File: config.mk
export PLATFORM = sky130hd
export DESIGN_NAME = line_walker
export DESIGN_NICKNAME = d
export VERILOG_FILES = /design/src/rtl/line_walker.sv
export SDC_FILE = /design/constraint.sdc
export NUM_CORES = 1
export LEC_CHECK = 0
export CORE_ASPECT_RATIO = 1.1
export CORE_MARGIN = 4
export CORE_UTILIZATION = 62
export CTS_CLUSTER_SIZE = 8
export DETAILED_ROUTE_END_ITERATION = 16
export PLACE_DENSITY = 0.85
export SKIP_LAST_GASP = 1
export SLEW_MARGIN = 20
export SYNTH_ARGS = -nofsm -noshare
export SYNTH_HDL_FRONTEND = slang
export SYNTH_SLANG_ARGS = --single-unit
File: constraint.sdc
create_clock -name clk -period 8.81 [get_ports clk]
set_input_delay 1.3215 -clock clk [delete_from_list [all_inputs] [get_ports clk]]
set_output_delay 1.3215 -clock clk [all_outputs]
set_load 0.01 [all_outputs]
File: src/rtl/line_walker.sv
// Bresenham line generator: walks (x0,y0)->(x1,y1) one pixel per handshake.
// Optional LINE_WALKER_SKIP_LAST_EN drops the endpoint for polyline joints.
module line_walker #(
    parameter int COORD_W = 16
) (
    input  logic               clk,
    input  logic               rst,
    input  logic               start,
    input  logic [COORD_W-1:0] x0,
    input  logic [COORD_W-1:0] y0,
    input  logic [COORD_W-1:0] x1,
    input  logic [COORD_W-1:0] y1,
    output logic               busy,
    output logic               px_valid,
    input  logic               px_ready,
    output logic [COORD_W-1:0] px_x,
    output logic [COORD_W-1:0] px_y,
    output logic               px_last,
    output logic               done
);

    localparam int AW = COORD_W + 2;
    localparam logic [COORD_W-1:0] ONE = COORD_W'(1);

    typedef enum logic [1:0] {
        IDLE,
        SETUP,
        WALK
    } state_t;

    state_t state_q, state_d;

    logic [COORD_W-1:0] cur_x_q, cur_x_d;
    logic [COORD_W-1:0] cur_y_q, cur_y_d;
    logic [COORD_W-1:0] end_x_q, end_x_d;
    logic [COORD_W-1:0] end_y_q, end_y_d;
    logic signed [AW-1:0] dx_q, dx_d;
    logic signed [AW-1:0] dy_q, dy_d;
    logic signed [AW-1:0] err_q, err_d;
    logic sx_q, sx_d;
    logic sy_q, sy_d;
    logic done_q, done_d;

    logic signed [AW-1:0] e2;
    logic signed [AW-1:0] err_step;
    logic step_x, step_y;
    logic [COORD_W-1:0] nxt_x, nxt_y;
    logic [COORD_W-1:0] abs_x, abs_y;
    logic at_end;
    logic last_c;

    // Candidate next pixel and error term for the current position
    always_comb begin
        e2       = err_q <<< 1;
        step_x   = (e2 >= dy_q);
        step_y   = (e2 <= dx_q);
        nxt_x    = cur_x_q;
        nxt_y    = cur_y_q;
        err_step = err_q;
        if (step_x) begin
            err_step = err_step + dy_q;
            nxt_x    = sx_q ? cur_x_q + ONE : cur_x_q - ONE;
        end
        if (step_y) begin
            err_step = err_step + dx_q;
            nxt_y    = sy_q ? cur_y_q + ONE : cur_y_q - ONE;
        end
        abs_x  = (end_x_q > cur_x_q) ? end_x_q - cur_x_q
                                     : cur_x_q - end_x_q;
        abs_y  = (end_y_q > cur_y_q) ? end_y_q - cur_y_q
                                     : cur_y_q - end_y_q;
        at_end = (cur_x_q == end_x_q) && (cur_y_q == end_y_q);
`ifdef LINE_WALKER_SKIP_LAST_EN
        last_c = (nxt_x == end_x_q) && (nxt_y == end_y_q);
`else
        last_c = at_end;
`endif
    end

    // Next-state: capture, setup of Bresenham terms, stepping on handshake
    always_comb begin
        state_d = state_q;
        cur_x_d = cur_x_q;
        cur_y_d = cur_y_q;
        end_x_d = end_x_q;
        end_y_d = end_y_q;
        dx_d    = dx_q;
        dy_d    = dy_q;
        err_d   = err_q;
        sx_d    = sx_q;
        sy_d    = sy_q;
        done_d  = 1'b0;
        unique case (state_q)
            IDLE: begin
                if (start) begin
                    cur_x_d = x0;
                    cur_y_d = y0;
                    end_x_d = x1;
                    end_y_d = y1;
                    state_d = SETUP;
                end
            end
            SETUP: begin
                dx_d    = $signed({2'b00, abs_x});
                dy_d    = -$signed({2'b00, abs_y});
                err_d   = $signed({2'b00, abs_x}) - $signed({2'b00, abs_y});
                sx_d    = (cur_x_q < end_x_q);
                sy_d    = (cur_y_q < end_y_q);
                state_d = WALK;
`ifdef LINE_WALKER_SKIP_LAST_EN
                if (at_end) begin
                    state_d = IDLE;
                    done_d  = 1'b1;
                end
`endif
            end
            WALK: begin
                if (px_ready) begin
                    if (last_c) begin
                        state_d = IDLE;
                        done_d  = 1'b1;
                    end else begin
                        cur_x_d = nxt_x;
                        cur_y_d = nxt_y;
                        err_d   = err_step;
                    end
                end
            end
            default: state_d = IDLE;
        endcase
    end

    // State and datapath registers
    always_ff @(posedge clk or posedge rst) begin
        if (rst) begin
            state_q <= IDLE;
            cur_x_q <= '0;
            cur_y_q <= '0;
            end_x_q <= '0;
            end_y_q <= '0;
            dx_q    <= '0;
            dy_q    <= '0;
            err_q   <= '0;
            sx_q    <= 1'b0;
            sy_q    <= 1'b0;
            done_q  <= 1'b0;
        end else begin
            state_q <= state_d;
            cur_x_q <= cur_x_d;
            cur_y_q <= cur_y_d;
            end_x_q <= end_x_d;
            end_y_q <= end_y_d;
            dx_q    <= dx_d;
            dy_q    <= dy_d;
            err_q   <= err_d;
            sx_q    <= sx_d;
            sy_q    <= sy_d;
            done_q  <= done_d;
        end
    end

    assign busy     = (state_q != IDLE);
    assign px_valid = (state_q == WALK);
    assign px_last  = (state_q == WALK) && last_c;
    assign px_x     = cur_x_q;
    assign px_y     = cur_y_q;
    assign done     = done_q;

endmodule
==> results_dict.tcl, run 1 <==
set metrics [dict create \
    worst-endpoint-required_ns 9.10 \
    die_h_um 158 \
    grt_setup_unrepaired "false" \
    io_pins 104 \
    core_mm2 0.0200 \
    path_cells "ha_1 -> inv_1 -> fa_1 -> a21oi_1 -> o21bai_1 -> a2111o_1 -> and3_1 -> nor2_1 -> nand2_1 -> nand2_1 -> ha_1 -> nor2b_1 -> o21ai_0 -> a21oi_1 -> o21ai_0 -> a21oi_1 -> a221oi_1 -> a21oi_1 -> a31oi_1 -> mux2i_1 -> a211oi_1" \
    cts_tree "yes" \
    hold-worst-slack_ns 0.542 \
    grt_pass1_wl_um 59100 \
    slew_headroom 0.218 \
    num_rows 54 \
    fmax_mhz 174 \
    yosysSeqAreaShare 0.236 \
    synth_cell_type_count 94 \
    ys.flop_type "dfrtp_1" \
    htreeDepth 4 \
    netlist_area_mm2 0.0127 \
    antenna_left 0 \
    synth_top_area_frac 0.236 \
    clkLatencyLatePin_ns 0.43 \
    dpl_cell_area_mm2 0.0139 \
    drt_iter0_markers 859 \
    io_buffer_count 103 \
    ctsResizeCount 0 \
    hold_viol_final 0 \
    cp.buffers_inverters 1 \
    synth_edf_count 0 \
    vias 12000 \
    root_buffer "clkbuf_16" \
    synth_top_area_cell "dfrtp_1" \
    timing.rr.end "err_q[15]" \
    die-area_mm2 0.0229 \
    cap_violations 0 \
    grt_pass1_vias 11800 \
    drive_above_1_share 0.0620 \
    slowest_delay_ns 0.77 \
    slowest_stage "nor2_1" \
    dieWidth_um 145 \
    crit_family "compound AO/OA/AOI/OAI gates" \
    synth.area.top_cells "dfrtp_1 24%, ha_1 17%, o21ai_0 5.1%, a21oi_1 4.7%, xnor2_1 4.5%" \
    yosysWarnings 0 \
    cp_num_cells 21 \
    grt-ovfl-total 0 \
    clkSinkCount 120 \
    path_clk_slew_ns 0.06 \
    route.detailed.drc 0 \
    avgSynthCellArea_um2 8.22 \
    setup_viol_count_final 0 \
    status "completed" \
    crit-reg2reg-launch "px_x[0]" \
    layout_common_cells "173 x ha_1, 143 x nand2_1, 136 x inv_1" \
    syn-num-nets 1797 \
    path_common_cell "a21oi_1" \
    wl_um 36400 \
    clk_path_buf_depth 2 \
    mostFrequentLayoutCell "ha_1" \
    vias_per_cell 6.39 \
    critPathCapture "err_q[15]" \
    synthCells 1547 \
    cts_buffers 17 \
    cp_max_fo 13 \
    dp.cells 1850 \
    slew_viol_final 0 \
    routedWlPerCell_um 19.4 \
    end_kind "flop" \
    post_cts_buffers 0 \
    grt_start_max_net_pins 69 \
    reg2regPathDepth 21 \
    crit_start "px_x[0]" \
    initial_core_util 0.636 \
    stdcell_count 1881 \
    fin_worst_skew_ns 0.00972 \
    antenna_found_initial 0 \
    critical_path_class "reg2reg" \
    area_delta_synth_final_pct 13.8 \
    arrival_ns 6.02 \
    fin_setup_tns_ns 0 \
    period_minus_slack_ns 5.73 \
    tightest_slew_ns 1.17 \
    start_kind "flop" \
    async_flop_share 1.00 \
    synth-seq-cells 120 \
    min_period_over_period 0.651 \
    cts_hold_buf 0 \
    grtUsageTotal 0.321 \
    fin_area_mm2 0.0145 \
    drtPass1Iterations 5 \
    num-nets-final 1867 \
    r2r_setup_slack_ns 3.08 \
    antenna_cells 0 \
    place_congestion 0.949 \
    dp_hpwl_um 27700 \
    holdCritPathClass "reg2reg" \
]
## synth_stat cells (all sizes together) (11+ instances only)
library cell	count
ha	173
inv	138
or3	12
dfrtp	120
a21oi	124
mux2	17
nor2	87
o21a	17
nor3	32
a21o	51
a211oi	25
a31oi	20
nor2b	18
o31ai	15
xor2	31
buf	23
nand4	22
nand3	31
o21bai	11
mux2i	21
and3	22
xnor2	67
o21ai	137
nand2	144
clkbuf	38
nand2b	16
## cell families after synthesis
kind of cell	synth area share
buffers and inverters	0.0647
AND/OR/NAND/NOR	0.169
AO/OA/AOI/OAI	0.242
flip-flops	0.236
multiplexers	0.0329
XOR/XNOR	0.0704
adder cells (fa/ha/maj)	0.184
## worst min-delay path, cell delays in order, from the launching register on
cell and delay (ns):
dfrtp_1 0.38, nand2_1 0.06, o21ai_1 0.06
## stage by stage
step	util	setup WS [ns]
detailed placement	0.693	3.22
floorplan	-	4.09
CTS	0.724	3.14
global route	0.724	2.66
finish	0.724	3.08
global placement	0.693	3.38
## worst min-delay path by stage
stage,from,to,slack (ns),cells past startpoint
after floorplan,dy_q[7],dy_q[7],0.48,2
after global placement,dy_q[12],dy_q[12],0.51,2
after detailed placement,dy_q[11],dy_q[11],0.52,2
after CTS,dy_q[11],dy_q[11],0.54,2
after global routing,dy_q[11],dy_q[11],0.58,2
final,dy_q[11],dy_q[11],0.54,2
## area by class of cell
class / count / area, um2
Tap cell: 252 / 315
Inverter: 139 / 524
Multi-Input combinational cell: 1227 / 8920
Clock buffer: 22 / 464
Clock inverter: 9 / 148
Timing Repair Buffer: 112 / 1100
Sequential cell: 120 / 3000
Fill cell: 1532 / 5530
## state kept, by name (all words and copies together) (netlist names)
signal / cells
sy_q: 1
dx_q: 16
err_q: 17
dy_q: 18
end_y_q: 16
px_y: 16
end_x_q: 16
state_q: 2
done: 1
sx_q: 1
px_x: 16
## per-layer routing
metal | global-route usage | vias to the layer above | share of wire
li1 | - | 5687 | -
met1 | 0.426 | 5802 | 0.43
met2 | 0.534 | 445 | 0.47
met3 | 0.0532 | 84 | 0.063
met4 | 0.109 | 0 | 0.029
met5 | 0 | - | 0
Power of run 1 is left out: the tool's default activity adds up to more than one toggle a clock period on the data nets, which glitch-free logic cannot reach.
==> run 2: changes to the inputs <==
--- a/config.mk
+++ b/config.mk
@@ -7,10 +7,10 @@
 export LEC_CHECK = 0
 export CORE_ASPECT_RATIO = 1.1
 export CORE_MARGIN = 4
-export CORE_UTILIZATION = 62
+export CORE_UTILIZATION = 61
 export CTS_CLUSTER_SIZE = 8
 export DETAILED_ROUTE_END_ITERATION = 16
-export PLACE_DENSITY = 0.85
+export PLACE_DENSITY = 0.84
 export SKIP_LAST_GASP = 1
 export SLEW_MARGIN = 20
 export SYNTH_ARGS = -nofsm -noshare
==> constraint.sdc (replaced) <==
create_clock -name clk -period 5.8 [get_ports clk]
set_input_delay 0.87 -clock clk [delete_from_list [all_inputs] [get_ports clk]]
set_output_delay 0.87 -clock clk [all_outputs]
set_load 0.01 [all_outputs]
==> results_dict.tcl, run 2 (same netlist as run 1, synthesis figures left out) <==
set metrics [dict create \
    num-nets-final 1877 \
    grt_start_max_net_pins 71 \
    dieWidth_um 146 \
    layout_setup_ws_ns 0.404 \
    initial_core_util 0.618 \
    largest_reg_flops 18 \
    r2r_setup_slack_ns 0.40 \
    cts_tree "yes" \
    period_minus_slack_ns 5.40 \
    die-area_mm2 0.0232 \
    wl_um 35900 \
    path_cells "ha_1 -> inv_1 -> fa_1 -> a21oi_1 -> o21bai_1 -> a2111o_1 -> nand3_2 -> nand2_2 -> mux2i_1 -> xnor2_1 -> ha_1 -> a21o_1 -> a21oi_1 -> o21bai_1 -> a21oi_1 -> o21ai_0 -> a21oi_1 -> o21a_1 -> o21ai_0 -> xnor2_1 -> o221ai_1" \
    ctsResizeCount 0 \
    antenna_found_initial 0 \
    path_common_cell "a21oi_1" \
    io_pins 104 \
    routedWlPerCell_um 19.0 \
    min_period_over_period 0.930 \
    status "completed" \
    slowest_stage "dfrtp_1" \
    clk_path_buf_depth 2 \
    grt_pass1_vias 11900 \
    io_buffer_count 103 \
    tightest_slew_ns 1.15 \
    crit_family "compound AO/OA/AOI/OAI gates" \
    grt-ovfl-total 0 \
    vias 12000 \
    antenna_left 0 \
    top_register "dy_q" \
    post-place-ws_ns 0.534 \
    mostFrequentLayoutCell "ha_1" \
    worst-endpoint-required_ns 6.08 \
    fmax_mhz 185 \
    path_clk_slew_ns 0.06 \
    drt_iter0_markers 882 \
    grtUsageTotal 0.307 \
    critical_path_class "reg2reg" \
    root_buffer "clkbuf_16" \
    num_rows 55 \
    clkLatencyLatePin_ns 0.43 \
    place_congestion 0.962 \
    drtPass1Iterations 5 \
    core_mm2 0.0206 \
    slowest_delay_ns 0.50 \
    end_kind "flop" \
    hold_viol_final 0 \
    cap_violations 0 \
    top_regs "dy_q: 18 flops, err_q: 17 flops" \
    slew_headroom 0.232 \
    post_cts_buffers 0 \
    fin_worst_skew_ns 0.00973 \
    grt_setup_unrepaired "false" \
    vias_per_cell 6.31 \
    cts_buffers 17 \
    fin_setup_tns_ns 0 \
    antenna_cells 0 \
    start_kind "flop" \
    cts_hold_buf 0 \
    layout_common_cells "173 x ha_1, 143 x nand2_1, 137 x inv_1" \
    dp_hpwl_um 27300 \
    arrival_ns 5.67 \
    cp.buffers_inverters 1 \
    drive_above_1_share 0.0695 \
    grt_pass1_wl_um 59400 \
    die_h_um 159 \
    setup_viol_count_final 0 \
    htreeDepth 4 \
    cp_max_fo 15 \
    slew_viol_final 0 \
    route.detailed.drc 0 \
    clkSinkCount 120 \
    holdCritPathClass "reg2reg" \
    area_delta_synth_final_pct 14.5 \
]
==> run 2: changes by cell type in the layout (fill, tap and decap cells not counted) <==
cell	change
clkinvlp_4	+4
inv_1	+1
buf_4	+10
clkinv_1	-1
clkbuf_1	-2
clkbuf_8	-1
==> run 2: path summary, 6_finish.rpt <==
kind | cells past startpoint | end | startpoint
max | 21 | err_q[14] | px_x[0]
min | 2 | dy_q[5] | dy_q[5]
max reg2reg | 21 | err_q[14] | px_x[0]
min reg2reg | 2 | dy_q[5] | dy_q[5]
max in group asynchronous | 3 | dx_q[14] | rst
min in group asynchronous | 2 | px_x[2] | rst
==> run 2: layout make-up <==
cell class              count  area [um2]
multi-input cells        1227        8920
well taps                 256         320
clock buffers              19         443
flip-flops and latches    120        3000
fillers                  1622        6020
clock inverters            13         178
inverters                 139         524
repair buffers            122        1170
==> run 2: through the flow <==
stage / instance area, um2 / cells / utilization / hold slack (ns)
floorplan: 12700 / 1547 / - / 0.477
global placement: 13900 / 1864 / 0.677 / 0.507
detailed placement: 13900 / 1864 / 0.677 / 0.513
CTS: 14600 / 1896 / 0.708 / 0.528
global route: 14600 / 1896 / 0.708 / 0.552
finish: 14600 / 1896 / 0.708 / 0.525
==> run 2: tightest hold or removal path: cells and delay by family, from the launching register on <==
kind               cells  cell delay [ns]
DFF                    1             0.38
AOI/OAI and AO/OA      1             0.06
and+or+nand+nor        1             0.05
==> run 2: routing by layer <==
| layer | global-route usage | wire [um] | vias up |
|---|---|---|---|
| li1 | - | - | 5707 |
| met1 | 0.404 | 15700 | 5695 |
| met2 | 0.517 | 16900 | 485 |
| met3 | 0.0481 | 2280 | 79 |
| met4 | 0.101 | 977 | 0 |
| met5 | 0 | 0 | - |
Power of run 2 is left out for the same reason.
